[src/rtl/pdm_pcm_frontend.sv]
// PDM clock generator, 2-flop bit capture and per-mic 3rd-order CIC decimator.
// Optional macro PCM_CLIP_DETECT_EN adds a per-channel pcm_clip output.
module pdm_pcm_frontend #(
  parameter int BIT_WIDTH  = 8,
  parameter int NUM_MICS   = 9,
  parameter int CLK_DIV    = 25,
  parameter int LOG2_DECIM = 6
) (
  input  logic                 clk,
  input  logic                 rst_n,
  input  logic                 enable,
  input  logic [NUM_MICS-1:0]  pdm_data_in,
  output logic                 pdm_clk_out,
  output logic [BIT_WIDTH-1:0] pcm_data_out [0:NUM_MICS-1],
`ifdef PCM_CLIP_DETECT_EN
  output logic [NUM_MICS-1:0]  pcm_clip,
`endif
  output logic                 pcm_valid
);

  localparam int W  = 3*LOG2_DECIM+1;
  localparam int DW = $clog2(CLK_DIV);
  localparam logic [DW-1:0] DIV_LAST = DW'(CLK_DIV-1);
  localparam logic [BIT_WIDTH-1:0] MID = BIT_WIDTH'(1) << (BIT_WIDTH-1);
  localparam logic [W-1:0] W_MIN = {1'b1, {(W-1){1'b0}}};
  localparam logic [BIT_WIDTH-1:0] TOP_MAX = {1'b0, {(BIT_WIDTH-1){1'b1}}};

  logic [NUM_MICS-1:0]   r_sync1;
  logic [NUM_MICS-1:0]   r_sync2;
  logic [DW-1:0]         r_div;
  logic                  r_pdm_clk;
  logic [LOG2_DECIM-1:0] r_dec;
  logic [1:0]            r_warm;
  logic                  r_valid;

  logic [W-1:0] r_int1 [NUM_MICS];
  logic [W-1:0] r_int2 [NUM_MICS];
  logic [W-1:0] r_int3 [NUM_MICS];
  logic [W-1:0] r_dly1 [NUM_MICS];
  logic [W-1:0] r_dly2 [NUM_MICS];
  logic [W-1:0] r_dly3 [NUM_MICS];
  logic [BIT_WIDTH-1:0] r_pcm [NUM_MICS];

  logic w_strobe;
  logic w_block;
  logic w_emit;

  logic [W-1:0] w_x  [NUM_MICS];
  logic [W-1:0] w_i1 [NUM_MICS];
  logic [W-1:0] w_i2 [NUM_MICS];
  logic [W-1:0] w_i3 [NUM_MICS];
  logic [W-1:0] w_c1 [NUM_MICS];
  logic [W-1:0] w_c2 [NUM_MICS];
  logic [W-1:0] w_c3 [NUM_MICS];
  logic         w_edge [NUM_MICS];
  logic [BIT_WIDTH-1:0] w_top [NUM_MICS];
  logic [BIT_WIDTH-1:0] w_pcm [NUM_MICS];

  assign w_strobe = enable && (r_div == DIV_LAST) && r_pdm_clk;
  assign w_block  = w_strobe && (&r_dec);
  assign w_emit   = w_block && (r_warm == 2'd3);

  // +FS and -FS share one W-bit pattern; the newest bit tells them apart.
  always_comb begin
    for (int m = 0; m < NUM_MICS; m++) begin
      w_x[m]    = r_sync2[m] ? W'(1) : '1;
      w_i1[m]   = r_int1[m] + w_x[m];
      w_i2[m]   = r_int2[m] + w_i1[m];
      w_i3[m]   = r_int3[m] + w_i2[m];
      w_c1[m]   = w_i3[m] - r_dly1[m];
      w_c2[m]   = w_c1[m] - r_dly2[m];
      w_c3[m]   = w_c2[m] - r_dly3[m];
      w_edge[m] = (w_c3[m] == W_MIN);
      w_top[m]  = w_c3[m][W-1 -: BIT_WIDTH];
      if (w_edge[m] && r_sync2[m]) begin
        w_top[m] = TOP_MAX;
      end
      w_pcm[m]  = {~w_top[m][BIT_WIDTH-1], w_top[m][BIT_WIDTH-2:0]};
    end
  end

  always_ff @(posedge clk or negedge rst_n) begin
    if (!rst_n) begin
      r_sync1 <= '0;
      r_sync2 <= '0;
    end else begin
      r_sync1 <= pdm_data_in;
      r_sync2 <= r_sync1;
    end
  end

  always_ff @(posedge clk or negedge rst_n) begin
    if (!rst_n) begin
      r_div     <= '0;
      r_pdm_clk <= 1'b0;
      r_dec     <= '0;
      r_warm    <= 2'd0;
      r_valid   <= 1'b0;
    end else if (!enable) begin
      r_div     <= '0;
      r_pdm_clk <= 1'b0;
      r_dec     <= '0;
      r_warm    <= 2'd0;
      r_valid   <= 1'b0;
    end else begin
      r_valid <= w_emit;
      if (r_div == DIV_LAST) begin
        r_div     <= '0;
        r_pdm_clk <= ~r_pdm_clk;
      end else begin
        r_div <= r_div + DW'(1);
      end
      if (w_strobe) begin
        r_dec <= r_dec + LOG2_DECIM'(1);
      end
      if (w_block && (r_warm != 2'd3)) begin
        r_warm <= r_warm + 2'd1;
      end
    end
  end

  always_ff @(posedge clk or negedge rst_n) begin
    if (!rst_n) begin
      for (int m = 0; m < NUM_MICS; m++) begin
        r_int1[m] <= '0;
        r_int2[m] <= '0;
        r_int3[m] <= '0;
        r_dly1[m] <= '0;
        r_dly2[m] <= '0;
        r_dly3[m] <= '0;
        r_pcm[m]  <= MID;
      end
    end else begin
      for (int m = 0; m < NUM_MICS; m++) begin
        if (!enable) begin
          r_int1[m] <= '0;
          r_int2[m] <= '0;
          r_int3[m] <= '0;
          r_dly1[m] <= '0;
          r_dly2[m] <= '0;
          r_dly3[m] <= '0;
        end else begin
          if (w_strobe) begin
            r_int1[m] <= w_i1[m];
            r_int2[m] <= w_i2[m];
            r_int3[m] <= w_i3[m];
          end
          if (w_block) begin
            r_dly1[m] <= w_i3[m];
            r_dly2[m] <= w_c1[m];
            r_dly3[m] <= w_c2[m];
          end
        end
        if (w_emit) begin
          r_pcm[m] <= w_pcm[m];
        end
      end
    end
  end

`ifdef PCM_CLIP_DETECT_EN
  logic [NUM_MICS-1:0] r_clip;

  always_ff @(posedge clk or negedge rst_n) begin
    if (!rst_n) begin
      r_clip <= '0;
    end else if (w_emit) begin
      for (int m = 0; m < NUM_MICS; m++) begin
        r_clip[m] <= w_edge[m];
      end
    end
  end

  assign pcm_clip = r_clip;
`endif

  assign pdm_clk_out  = r_pdm_clk;
  assign pcm_valid    = r_valid;
  assign pcm_data_out = r_pcm;

endmodule

[config.mk]
export PLATFORM = sky130hd
export DESIGN_NAME = pdm_pcm_frontend
export DESIGN_NICKNAME = d
export VERILOG_FILES = /design/src/rtl/pdm_pcm_frontend.sv
export SDC_FILE = /design/constraint.sdc
export NUM_CORES = 2
export LEC_CHECK = 0
export CORE_UTILIZATION = 45
export CTS_CLUSTER_DIAMETER = 120
export DETAILED_ROUTE_END_ITERATION = 10
export PLACE_DENSITY = 0.63
export SETUP_SLACK_MARGIN = 0.15
export SLEW_MARGIN = 20
export SYNTH_ARGS = -nofsm -noshare
export SYNTH_HDL_FRONTEND = slang
export SYNTH_SLANG_ARGS = --single-unit
export TNS_END_PERCENT = 50
[constraint.sdc]
create_clock -name clk -period 22.1 [get_ports clk]
set_input_delay 4.42 -clock clk [delete_from_list [all_inputs] [get_ports clk]]
set_output_delay 4.42 -clock clk [all_outputs]
set_load 0.03 [all_outputs]
==> summary.md <==
| Metric | Value |
|---|---|
| Setup crit start | r_sync2[8]$_DFF_PN0_ |
| Starting Density | 45.41% |
| Seq pwr share | 36.1% |
| Top cell by count, worst path | ha_1 |
| Min-Delay Startpoint | r_sync1[4]$_DFF_PN0_ |
| Worst path buffer plus inverter count | 2 |
| Peak supply drop | 0.00007833 V |
| Final ANT Viol Nets | 0 |
| Cells after Synth | 10607 |
| Slew @ Worst Pin | 1.070 ns |
| Tmin final | 10.19 ns |
| Clock power share | 40.8% |
| Mux contribution to synthesized area | 0.4350% |
| Most common cell after layout, fill and taps aside | nand2_1 |
| Post-Synth XOR/XNOR Area | 8.473% |
| Crit path capture | pcm_data_out[4]$_DFFE_PN0P_ |
| Max Fclk | 98.13 MHz |
| Simple-Gate Fraction of Synth Area | 20.27% |
| EDFF count, synth | 0 |
| I/O pin count | 86 |
| Final hold vios | 0 |
| Routed wire length | 198400 um |
| Relative slew margins | 28.70% |
| Layout area overhead | 8.956% |
| Worst-path clk slew | 0.06 ns |
| Synthesized area per cell | 8.271 um2 |
| Post-DP HPWL | 139000 um |
| Synth async-reset ratio | 100.0% |
| CTS tree | built |
| Resized cells post-CTS | 0 |
| R2R depth | 38 |
| Comb pwr share | 23.1% |
| Core area | 193200 um2 |
| P_leak | 44.90 nW |
| Synth Area in Compound Gates | 18.39% |
| Root buffer cell | clkbuf_16 |
| Cell Int Power | 4.028 mW |
| Largest net degree at the start of global routing | 205 |
| Cell Rows | 161 |
| FILL cells | 18111 |
| CP top delay family | compound AO/OA/AOI/OAI gates |
| Multi-input gate area | 55090 um2 |
| # clock sinks | 1131 |
| Sw frac | 29.95% |
| Psw | 1.722 mW |
| Hold_buf cts | 0 |
| Tcrit/Tclk final | 46.11% |
| Critical R2R Capture | pcm_data_out[4]$_DFFE_PN0P_ |
| Critical Path AT | 10.89 ns |
| Max-cap viol count | 0 |
| Antenna violations before repair | 7 |
| Final Util | 49.48% |
| 1st-pass router iterations | 6 |
| Adder-cell share of the synthesized area | 15.20% |
| TNS Setup | 0 ns |
| Startpoint Class | register |
| Grt total ovfl | 0 |
| Most frequent cells in the layout | nand2_1, dfrtp_1, ha_1 |
| WS Path Type | reg -> reg |
| Critical Path End Type | register |
| Die width | 443.5 um |
| Worst Path Max Fanout | 19 |
| DIE AREA | 196700 um2 |
| Max H-tree Level | 4 |
| CTS Buf Count | 141 |
| Clock Skew | 0.02306 ns |
| # Post-CTS Setup Buffers | 0 |
| Detailed-route wire length per cell | 15.07 um |
| Synthesis-stage register bit count | 1131 |
| Synthesized area | 87730 um2 |
| Largest family of logic cells by synthesized area | simple AND/OR/NAND/NOR gates |
| Final nets | 11581 |
| Deepest clock path buffer count | 3 |
| GP Congestion | 0.8349 |
| Sequential share of the synthesized area | 32.27% |
| R2R Setup Slk | 11.91 ns |
| Vert. Die Dim | 443.5 um |
| RSZ-0062 raised after global routing | no |
| DR DRC count | 0 |
| Number of global-route vias before repair | 70158 |
| Cell depth of the worst setup path | 38 |
| PwrDens | 60.15 nW/um2 |
| Hold/Removal Path Class | reg -> reg |
| Slew Limit Fails | 0 |
| Synthesized net count | 11658 |
| Ys Warns | 0 |
| Register Area | 28310 um2 |
| Drt first-iter violations | 3541 |
| Slowest CP cell | o41ai_1 |
| Via count | 70963 |
| Status | finished clean |
| Global-route wire length before repair | 337700 um |
| Synth Flop Type | dfrtp_1 |
| # port buffers | 85 |
| Clk Latency, worst-skew pair | 0.79 ns |
| Share of post-route cells with drive strength above 1 | 3.647% |
| WP data required | 22.80 ns |
| Library cells used by synthesis | 93 |
| Routed vias/inst | 5.389 |
| Total global-route track usage | 20.03% |
| R2R Path Start | r_sync2[8]$_DFF_PN0_ |
| Final Setup Violations | 0 |
| Crit path largest cell delay | 0.67 ns |
registers in the layout, summed over array words and instances (netlist names), 2 cells and up:
signal        cells
r_dly1          171
r_dly3          171
pcm_data_out     72
r_div             5
r_sync2           9
r_warm            2
r_int2          171
r_dec             6
r_dly2          171
r_int3          171
r_int1          171
r_sync1           9
layout make-up:
class,instances,area share [%]
diodes,3,0.007854
clock inverters,45,0.4987
well taps,2526,3.306
multi-input cells,8316,57.63
clock buffers,208,4.391
repair buffers,141,1.406
flip-flops and latches,1131,29.62
inverters,799,3.137
worst min-delay path by stage:
stage	end	slack, ns	cells past startpoint
final	r_sync2[4]$_DFF_PN0_	0.35	0
after global routing	r_sync2[5]$_DFF_PN0_	0.35	0
after detailed placement	r_sync2[5]$_DFF_PN0_	0.34	0
after CTS	r_sync2[3]$_DFF_PN0_	0.35	0
after floorplan	r_sync2[0]$_DFF_PN0_	0.33	0
after global placement	r_sync2[5]$_DFF_PN0_	0.33	0
cell families (layout without fill, tap and decap cells):
kind of cell,count (synthesis),in the layout
AND/OR/NAND/NOR,3993,3993
AO/OA/AOI/OAI,2422,2422
buffers and inverters,1160,1193
flip-flops,1131,1131
adder cells (fa/ha/maj),1039,1039
XOR/XNOR,825,825
multiplexers,37,37
other,0,3
synthesized netlist by cell type (all sizes together) (146+ instances only):
library cell,count,area [um2]
inv,799,2999
nand3,596,2988
o21ai,474,2372
nor2,602,2260
nand2,1976,7417
a21o,209,1569
dfrtp,1122,28080
clkbuf,312,1171
xnor2,577,5061
a21boi,460,3453
xor2,235,2073
a21oi,531,2658
ha,994,12440
nor3,149,745.7
nor2b,146,913.4
metal layers:
metal	up-vias	global-route usage (%)	wire length, um	part of all wire (%)
li1	36239	-	-	-
met1	33735	26.87	95840	48
met2	776	34.13	92490	47
met3	211	2.605	6737	3.4
met4	2	4.603	3334	1.7
met5	-	0	12	0.0060
power by group through the flow:
stage / clock [mW] / combinational (mW) / sequential, mW
floorplan: 0 / 1.04 / 2.11
global placement: 0 / 1.29 / 2.11
detailed placement: 0 / 1.32 / 2.11
CTS: 2.43 / 1.33 / 2.08
finish: 2.35 / 1.33 / 2.08
global route: 2.50 / 1.50 / 2.08
through the flow:
stage	hold slack, ns	std cells	area, um2	power, mW	setup slack, ns
floorplan	0.3312	10607	87730	3.151	13.30
global placement	0.3318	12913	90900	3.400	12.09
detailed placement	0.3371	12913	90900	3.438	12.04
CTS	0.3520	13166	95580	5.832	11.95
global route	0.3520	13167	95590	6.072	10.93
finish	0.3519	13169	95590	5.750	11.91
worst reg2reg max path, delay by kind of cell (launching register included):
family,cells,cell delay (ns)
AOI/OAI and AO/OA,17,4.99
xor gates and xnor gates,5,0.91
adders and majority gates,6,1.83
buffers and inverters,2,0.65
DFF,1,0.42
muxes,1,0.12
and+or+nand+nor,7,1.18
Power figures use the tool's default switching activity.
